==> src/rtl/regfile_wb_arbiter.sv <==
// Round-robin arbiter between ALU and LSU writeback ports feeding one register-file write port,
// plus a pending-write scoreboard used for source-operand hazard checks.
module regfile_wb_arbiter (
    input  logic        clk_i,
    input  logic        reset_ni,
    input  logic        alu_valid_i,
    output logic        alu_ready_o,
    input  logic [4:0]  alu_rd_i,
    input  logic [31:0] alu_data_i,
    input  logic        lsu_valid_i,
    output logic        lsu_ready_o,
    input  logic [4:0]  lsu_rd_i,
    input  logic [31:0] lsu_data_i,
    input  logic        issue_i,
    input  logic [4:0]  issue_rd_i,
    input  logic [4:0]  rs1_i,
    input  logic [4:0]  rs2_i,
    output logic        rs1_busy_o,
    output logic        rs2_busy_o,
    output logic [31:0] busy_o,
    output logic        write_o,
    output logic [4:0]  write_reg_o,
    output logic [31:0] write_data_o
);

    // Which source wins the next tie; it flips to the other source after every transfer.
    typedef enum logic {
        PRIO_ALU,
        PRIO_LSU
    } prio_e;

    prio_e       prio_q, prio_d;
    logic        alu_grant, lsu_grant, xfer;
    logic [4:0]  xfer_rd;
    logic [31:0] xfer_data;
    logic [31:0] set_mask, clr_mask, busy_q, busy_d;

    always_ff @(posedge clk_i or negedge reset_ni) begin
        if (!reset_ni) begin
            prio_q <= PRIO_ALU;
        end else begin
            prio_q <= prio_d;
        end
    end

    always_comb begin
        prio_d    = prio_q;
        alu_grant = 1'b0;
        lsu_grant = 1'b0;
        if (alu_valid_i && lsu_valid_i) begin
            alu_grant = (prio_q == PRIO_ALU);
            lsu_grant = (prio_q == PRIO_LSU);
        end else begin
            alu_grant = alu_valid_i;
            lsu_grant = lsu_valid_i;
        end
        if (alu_grant) begin
            prio_d = PRIO_LSU;
        end else if (lsu_grant) begin
            prio_d = PRIO_ALU;
        end
    end

    assign alu_ready_o = alu_grant;
    assign lsu_ready_o = lsu_grant;
    assign xfer        = alu_grant | lsu_grant;
    assign xfer_rd     = alu_grant ? alu_rd_i   : lsu_rd_i;
    assign xfer_data   = alu_grant ? alu_data_i : lsu_data_i;

    // x0 writes are accepted but swallowed here so the register file never sees them.
    always_ff @(posedge clk_i or negedge reset_ni) begin
        if (!reset_ni) begin
            write_o      <= 1'b0;
            write_reg_o  <= 5'd0;
            write_data_o <= 32'd0;
        end else begin
            write_o <= xfer && (xfer_rd != 5'd0);
            if (xfer) begin
                write_reg_o  <= xfer_rd;
                write_data_o <= xfer_data;
            end
        end
    end

    // Set is OR-ed in after the clear so a same-edge issue to the retiring register wins.
    always_comb begin
        set_mask = 32'd0;
        clr_mask = 32'd0;
        if (issue_i) begin
            set_mask = 32'd1 << issue_rd_i;
        end
        if (write_o) begin
            clr_mask = 32'd1 << write_reg_o;
        end
        busy_d = ((busy_q & ~clr_mask) | set_mask) & ~32'd1;
    end

    always_ff @(posedge clk_i or negedge reset_ni) begin
        if (!reset_ni) begin
            busy_q <= 32'd0;
        end else begin
            busy_q <= busy_d;
        end
    end

    assign busy_o     = busy_q;
    assign rs1_busy_o = busy_q[rs1_i];
    assign rs2_busy_o = busy_q[rs2_i];

endmodule

==> config.mk <==
export PLATFORM = sky130hd
export DESIGN_NAME = regfile_wb_arbiter
export DESIGN_NICKNAME = d
export VERILOG_FILES = /design/src/rtl/regfile_wb_arbiter.sv
export SDC_FILE = /design/constraint.sdc
export NUM_CORES = 1
export LEC_CHECK = 0
export ABC_AREA = 1
export CAP_MARGIN = 10
export CORE_ASPECT_RATIO = 0.6
export CORE_MARGIN = 2
export CORE_UTILIZATION = 39
export DETAILED_ROUTE_END_ITERATION = 16
export HOLD_SLACK_MARGIN = 0.1
export PLACE_DENSITY = 0.85
export SKIP_LAST_GASP = 1
export SLEW_MARGIN = 40
export SYNTH_ARGS = -nofsm -noshare
export SYNTH_HDL_FRONTEND = slang
export SYNTH_SLANG_ARGS = --single-unit
export TNS_END_PERCENT = 50
==> constraint.sdc <==
create_clock -name clk_i -period 1.31 [get_ports clk_i]
set_clock_uncertainty 0.1 [all_clocks]
set_input_delay 0.262 -clock clk_i [delete_from_list [all_inputs] [get_ports clk_i]]
set_output_delay 0.262 -clock clk_i [all_outputs]
set_load 0.05 [all_outputs]
Yosys cells after proc, flatten, opt, wreduce, memory -nomap -nowiden
Index checks and enable logic that the tools add are counted.

Bits in registers: 70. Input port bits: 94. Output and inout bits: 74. Logic and storage cells: 30.

Order comparisons: 2. Shifts and indexed selects: 2. Muxes and demuxes: 12. Bitwise gates (word level): 5. Reduce and logical (&&, ||, !) cells: 4.

Operators with widths (count): two-way mux 32 bit (3); left shift 1 x 5 -> 32 bit (first input constant) (2); AND 32 bit (1); NOT 32 bit (1); OR 32 bit (1); less-than comparator 5 x 6 -> 1 bit (second input constant) (2); binary-select mux 1 bit (select 5 bit) (2); two-way mux 1 bit (6); two-way mux 5 bit (1); nonzero test 5 bit (1); logical AND 1 bit (2); nonzero test 2 bit (1); NOT 1 bit (1); OR 1 bit (1).

Longest topological paths before layout
Gate-level depths: netlist of run 1.

Depth after elaboration: 5. Gate-level depth with buffers: 11. Mapped depth without buffers: 9.

Worst setup path before layout of run 1
OpenSTA, ideal clock, no wires.

Kind: reg2out. Start point: reg prio_q. End point: out lsu_ready_o. Arrival time: 1547 ps. Data required time: 948 ps. Slack: -599 ps. Stages on the path, launching flop included: 3. Path buffers: 0. Path through: dfrtp_1 > inv_1 > a21boi_0.

Longest elaborated chain between the ends: 1.

Ends and longest elaborated chain: from (decl) (line 32) `prio_e prio_q, prio_d;`; from (signal assigned) (line 42) `prio_q <= prio_d;`; two-way mux 1 bit (line 50) `if (alu_valid_i && lsu_valid_i) begin`; to (decl) (line 11) `output logic lsu_ready_o,`.

Every way passes these cells.

Worst setup path after layout of run 1
Start point: reg busy_q[29], in the netlist busy_o[29]. End point: out rs2_busy_o.

Longest elaborated chain between the ends: 2.

Ends and longest elaborated chain: from (decl) (line 36) `logic [31:0] set_mask, clr_mask, busy_q, busy_d;`; from (signal assigned) (line 102) `busy_q <= busy_d;`; binary-select mux 1 bit (select 5 bit) (line 108) `assign rs2_busy_o = busy_q[rs2_i];`; two-way mux 1 bit (not written as such) (line 108); to (decl) (line 19) `output logic rs2_busy_o,`.

Every way passes these cells. The select of a mux whose other input is x is not followed.

==> results of run 1 <==
## per-stage QoR
stage          std cells  cell area [um^2]
6_report             926              8209
3_3_place_gp         870              6987
5_1_grt              926              8209
4_1_cts              909              7706
2_1_floorplan        531              4004
3_5_place_dp         870              6987
## registers in the layout (all words and copies together), names as in the netlist
name / count
write_data_o: 32
busy_o: 31
write_reg_o: 5
prio_q: 1
write_o: 1
## routing by layer
layer / part of all wire [%] / vias up / track usage (%)
li1: - / 2289 / -
met1: 37 / 2668 / 44.71
met2: 46 / 505 / 59.64
met3: 12 / 156 / 13.17
met4: 5.2 / 0 / 16.88
met5: 0 / - / 5.093
## power groups by stage
| stage | clock, mW | combinational (mW) | sequential [mW] |
|---|---|---|---|
| detailed placement | 0 | 7.58 | 3.62 |
| global route | 2.84 | 9.32 | 3.77 |
| CTS | 2.69 | 8.12 | 3.58 |
| floorplan | 0 | 1.26 | 5.30 |
| finish | 2.75 | 9.05 | 3.76 |
| global placement | 0 | 7.47 | 3.61 |
## cell usage in the layout (no fill, tap or decap), drive strengths merged
cell type        n
dfrtp           70
dlygate4sd2      6
and3             1
nand4            8
dlymetal6s2s     1
a21boi           1
nor3             8
nand3          120
clkdlybuf4s15    1
o31ai            1
clkinv           2
clkinvlp         2
bufbuf           1
dlygate4sd3      1
clkdlybuf4s50   84
nor2             5
bufinv           2
conb             1
nand2          181
or2              3
buf            181
clkbuf          11
o21ai           71
inv             29
## cell families after synthesis
logic type             Yosys count
buffers and inverters           61
flip-flops                      70
other                            1
AND/OR/NAND/NOR                326
AO/OA/AOI/OAI                   73
## final timing paths
kind,endpoint,slack (ns),depth (start not counted)
min in group clk_i,write_data_o[24],0.38,3
hold / removal,write_data_o[17],0.27,2
setup reg to reg,busy_o[17],-0.36,6
hold reg to reg,write_data_o[13],0.46,2
max in group asynchronous,write_reg_o[0],0.33,3
setup / recovery,rs2_busy_o,-0.69,9
## area by class of cell
| type | instances | area (um^2) | area share [%] |
|---|---|---|---|
| clock buffers | 10 | 229.0 | 2.789 |
| clock inverters | 6 | 93.84 | 1.143 |
| inverters | 29 | 152.6 | 1.859 |
| multi-input cells | 400 | 2167 | 26.40 |
| flip-flops and latches | 70 | 1803 | 21.96 |
| well taps | 135 | 168.9 | 2.058 |
| repair buffers | 276 | 3595 | 43.79 |
## what timing repair did
item                                   CTS  global route
setup buffers                           22            19
pin swaps                               14            42
setup endpoints to repair               97           117
hold buffers                             1             0
gates cloned                             2             1
resized for setup                       60           118
endpoints found under the hold margin   70             0
==> impl_metrics.csv, run 1 <==
group,metric,value,unit
critical_path,critPathTopFamily,"simple AND/OR/NAND/NOR gates",
critical_path,rr_startpoint,"write_reg_o[0]",
yosys,synth_xor_area_share,0,%
grt,grtUsageTotal,36.96,%
die,initial_utilization,39.75,%
die,pin_count,168,
power,p_int,8.938,mW
placement,io_buffers,166,
outcome,outcome,"finished, violations left",
clocking,clkSinkCount,70,
yosys,synth_most_common_cell,"nand2_1",
finish,fillers,468,
routing,drc,0,
critical_path,cp-end-kind,"primary output",
sta,timing.final.ws_setup,-0.6913,ns
yosys,ys_seq_elements,70,
yosys,synth_flop_cell,"dfrtp_1",
critical_path,cp.required,0.95,ns
routing,postRouteAntennaNets,0,
finish,n_antenna_cell,0,
critical_path,crit_fanout,3,
sta,grt_setup_unrepaired,"yes",
critical_path,startpoint,"busy_o[29]",
clocking,clk_path_buf_depth,2,
power,pwr-share-clk,17.7,%
outcome,violations,"negative setup slack",
critical_path,crit_top_cell,"nand2_1",
finish,layout.nets,880,
critical_path,critPathBufInv,1,
grt,globalRoute.totalOverflow,0,
die,num_rows,28,
yosys,syn-num-nets,625,
clocking,path_clk_slew,0.06,ns
routing,drt_iter0_markers,837,
clocking,numCtsBuffers,9,
die,core_region_area,0.009774,mm^2
placement,dp_hpwl,12.99,mm
yosys,synth_cells,531,
die,die_w,132.9,um
sta,setup_violations,112,
critical_path,crit_arrival,1.64,ns
grt,grt_first_pass_wirelength,29.66,mm
routing,wl_per_cell,24.05,um
critical_path,critical_path.cell_chain,"nand2_1, nand3_1, nand3_1, nand2_1, nand2_1, nand2_1, nand2_2, nand2_4, buf_12",
grt,antenna_found_initial,0,
yosys,synth_compound_area_share,9.533,%
yosys,synthArstFlopShare,100.0,%
grt,grt_pass1_vias,5315,
min_path,hp-class,"input port to asynchronous set/reset pin",
routing,vias,5618,
clocking,clock-root-buffer,"clkbuf_16",
power,pwr-share-seq,24.2,%
yosys,avgSynthCellArea,7.316,um^2
routing,first_pass_iters,9,
sta,hold_viol_final,0,
critical_path,cpPeakStageDelay,0.44,ns
routing,wl,22.27,mm
clocking,cts_tree,"done",
yosys,netlist_area,0.003885,mm^2
sta,holdWs,0.2666,ns
yosys,synth.area.top_cells,"dfrtp_1 (45%), nand2_1 (17%), nand3_1 (15%), o21ai_0 (7.5%), inv_1 (2.4%)",
critical_path,cp_slowest_cell,"dfrtp_2",
power,comb_power_share,58.1,%
placement,place_worst_setup_slack,-0.7940,ns
power,switching_power,6.622,mW
yosys,synth_common_cells,"nand2_1 (179), nand3_1 (120), dfrtp_1 (70)",
power,p_leak,3.674,nW
yosys,yosysSeqAreaShare,45.09,%
sta,fmax,0.4997,GHz
power,power.share.switching,42.56,%
yosys,synthSimpleGateAreaFrac,37.10,%
yosys,synth_top_area_cell,"dfrtp_1",
sta,fin_crit_sh,152.8,%
clocking,h-tree-depth,3,
power,p_per_area,1895,mW/mm^2
placement,place_congestion,0.9905,
run,drv_cap,0,
yosys,synth_fa_ha_area_share,0,%
yosys,synth_top_family_by_area,"simple AND/OR/NAND/NOR gates",
sta,post-route-min-period,2.001,ns
critical_path,worst-setup-path-type,"flop to primary output",
sta,final_max_slew_viol_count,0,
yosys,synth_top_area_share,45.09,%
clocking,clkLatencyLatePin,0.36,ns
finish,drive_above_1_share,40.83,%
finish,area_growth,111.3,%
die,dieArea,0.01080,mm^2
routing,via_per_inst,6.067,
power,power,15.56,mW
power,peakVddDrop,1.212,mV
yosys,synth.area.mux_share,0,%
sta,fin_tns_setup,-18.17,ns
die,die_h,81.31,um
finish,post-route-util,83.99,%
yosys,synth_edf_count,0,
critical_path,cp-start-kind,"flop",
yosys,ys_warn_count,0,
yosys,ys_types,24,
grt,grt_start_max_net_pins,31,
(Power assumes the default switching activity.)
==> run 2: changes to the inputs <==
- ABC_CLOCK_PERIOD_IN_PS: not set -> 1310
- CTS_CLUSTER_SIZE: not set -> 14
==> results of run 2 <==
Final layout, timing and power as in run 1 (identical DEF).
==> run 3: changes to the inputs <==
- CELL_PAD_IN_SITES_DETAIL_PLACEMENT: not set -> 2
- CELL_PAD_IN_SITES_GLOBAL_PLACEMENT: not set -> 2
- CORE_UTILIZATION: 39 -> 20
- PLACE_DENSITY: 0.85 -> not set
- PLACE_DENSITY_LB_ADDON: not set -> 0.25
==> impl_metrics.csv, run 3 (synthesis results as in run 1) <==
group,metric,value,unit
routing,via_per_inst,4.935,
finish,fillers,1930,
power,switching_power,6.648,mW
placement,place_congestion,0.8102,
clocking,path_clk_slew,0.07,ns
sta,fmax,0.5242,GHz
sta,grt_setup_unrepaired,"yes",
finish,largest_reg_flops,32,
critical_path,worst-setup-path-type,"flop to primary output",
run,drv_cap,0,
sta,post-route-min-period,1.908,ns
clocking,clkSinkCount,70,
finish,final_cell_mix,"nand2_1 (112), buf_12 (87), clkdlybuf4s50_1 (86), nand3_1 (82), buf_4 (63)",
placement,io_buffers,166,
finish,final_common_cell,"nand2_1",
grt,globalRoute.totalOverflow,0,
sta,hold_viol_final,0,
die,dieArea,0.02059,mm^2
finish,layout.nets,893,
finish,largest_register,"write_data_o",
critical_path,cp-start-kind,"flop",
routing,drc,0,
sta,final_max_slew_viol_count,0,
finish,post-route-util,46.06,%
die,core_region_area,0.01903,mm^2
clocking,h-tree-depth,3,
sta,setup_violations,112,
clocking,clk_path_buf_depth,2,
routing,first_pass_iters,5,
power,peakVddDrop,1.377,mV
power,pwr-share-seq,23.6,%
clocking,clkLatencyLatePin,0.35,ns
die,initial_utilization,20.41,%
finish,drive_above_1_share,50.50,%
grt,grtUsageTotal,22.62,%
power,power,15.51,mW
clocking,clock-root-buffer,"clkbuf_16",
power,comb_power_share,59.9,%
critical_path,cp-end-kind,"primary output",
placement,dp_hpwl,16.06,mm
routing,wl,25.15,mm
outcome,violations,"negative setup slack",
sta,fin_crit_sh,145.6,%
die,pin_count,168,
critical_path,cp.required,0.95,ns
power,power.share.switching,42.87,%
grt,grt_start_max_net_pins,71,
critical_path,crit_arrival,1.55,ns
routing,wl_per_cell,23.93,um
finish,area_growth,125.6,%
critical_path,crit_fanout,4,
min_path,hp-class,"input port to asynchronous set/reset pin",
die,die_w,183.9,um
die,die_h,112.0,um
grt,grt_pass1_vias,5660,
clocking,numCtsBuffers,9,
grt,grt_first_pass_wirelength,34.99,mm
routing,postRouteAntennaNets,0,
critical_path,startpoint,"busy_o[30]",
grt,antenna_found_initial,1,
power,p_int,8.862,mW
power,p_leak,3.887,nW
die,num_rows,39,
clocking,cts_tree,"done",
critical_path,rr_startpoint,"prio_q",
power,p_per_area,1769,mW/mm^2
routing,drt_iter0_markers,306,
sta,holdWs,0.3481,ns
outcome,outcome,"finished, violations left",
sta,timing.final.ws_setup,-0.5976,ns
power,pwr-share-clk,16.4,%
routing,vias,5187,
[run 3: critical path, stage by stage (launching register included)]
cell and delay (ns):
dfrtp_2 0.45, nand2_2 0.11, nand3_2 0.08, nand3_2 0.10
nand2_4 0.07, nand2_2 0.05, nand2_1 0.06, nand2_2 0.07
nand2_4 0.05, buf_12 0.14
[run 3: repair_timing]
action | 4_1_cts | 5_1_grt
gates resized for setup | 132 | 145
buffers inserted | 31 | 25
hold buffers | 1 | 0
endpoints found under the hold margin | 70 | 0
pin swaps | 30 | 48
cloned | 3 | 0
endpoints found under the setup margin | 108 | 123
[run 3: area by class of cell]
cell class | instances | area [um^2] | share of cell area [%]
repair buffers | 289 | 3724 | 42.48
multi-input cells | 400 | 2490 | 28.40
flip-flops and latches | 70 | 1803 | 20.57
well taps | 246 | 307.8 | 3.511
clock buffers | 12 | 246.5 | 2.812
inverters | 29 | 145.1 | 1.656
clock inverters | 4 | 47.55 | 0.5424
diodes | 1 | 2.502 | 0.02855
[run 3: worst paths after layout]
check	to	slack [ns]	cells past startpoint
hold reg to reg	write_data_o[27]	0.46	2
max in group asynchronous	busy_o[7]	0.35	3
setup reg to reg	write_o	-0.30	8
hold / removal	write_data_o[3]	0.35	3
setup / recovery	rs1_busy_o	-0.60	9
min in group clk_i	write_data_o[5]	0.39	3
[run 3: metal layers]
metal | GRT usage, % | up-vias | share of wire [%]
li1 | - | 2321 | -
met3 | 3.860 | 36 | 4.0
met5 | 0 | - | 0
met4 | 4.693 | 0 | 2.3
met2 | 36.28 | 146 | 47
met1 | 32.04 | 2684 | 46
[run 3: power groups by stage]
stage	Sequential (mW)	Clock (mW)	Combinational, mW
after global routing	3.71	2.66	9.69
after CTS	3.54	2.54	8.43
final	3.67	2.55	9.29
after floorplan	5.30	0	1.26
after global placement	3.56	0	7.59
after detailed placement	3.60	0	7.77
[run 3: stage by stage]
step                std cells  area, um^2  setup TNS [ns]  worst slack [ns]
floorplan                 531        4004         -0.4371           -0.1555
global placement          984        7141          -39.73           -0.8224
detailed placement        986        7171          -33.54           -0.9142
CTS                      1033        8159          -13.41           -0.5609
global route             1051        8766          -21.23           -0.6667
finish                   1051        8766          -17.12           -0.5976
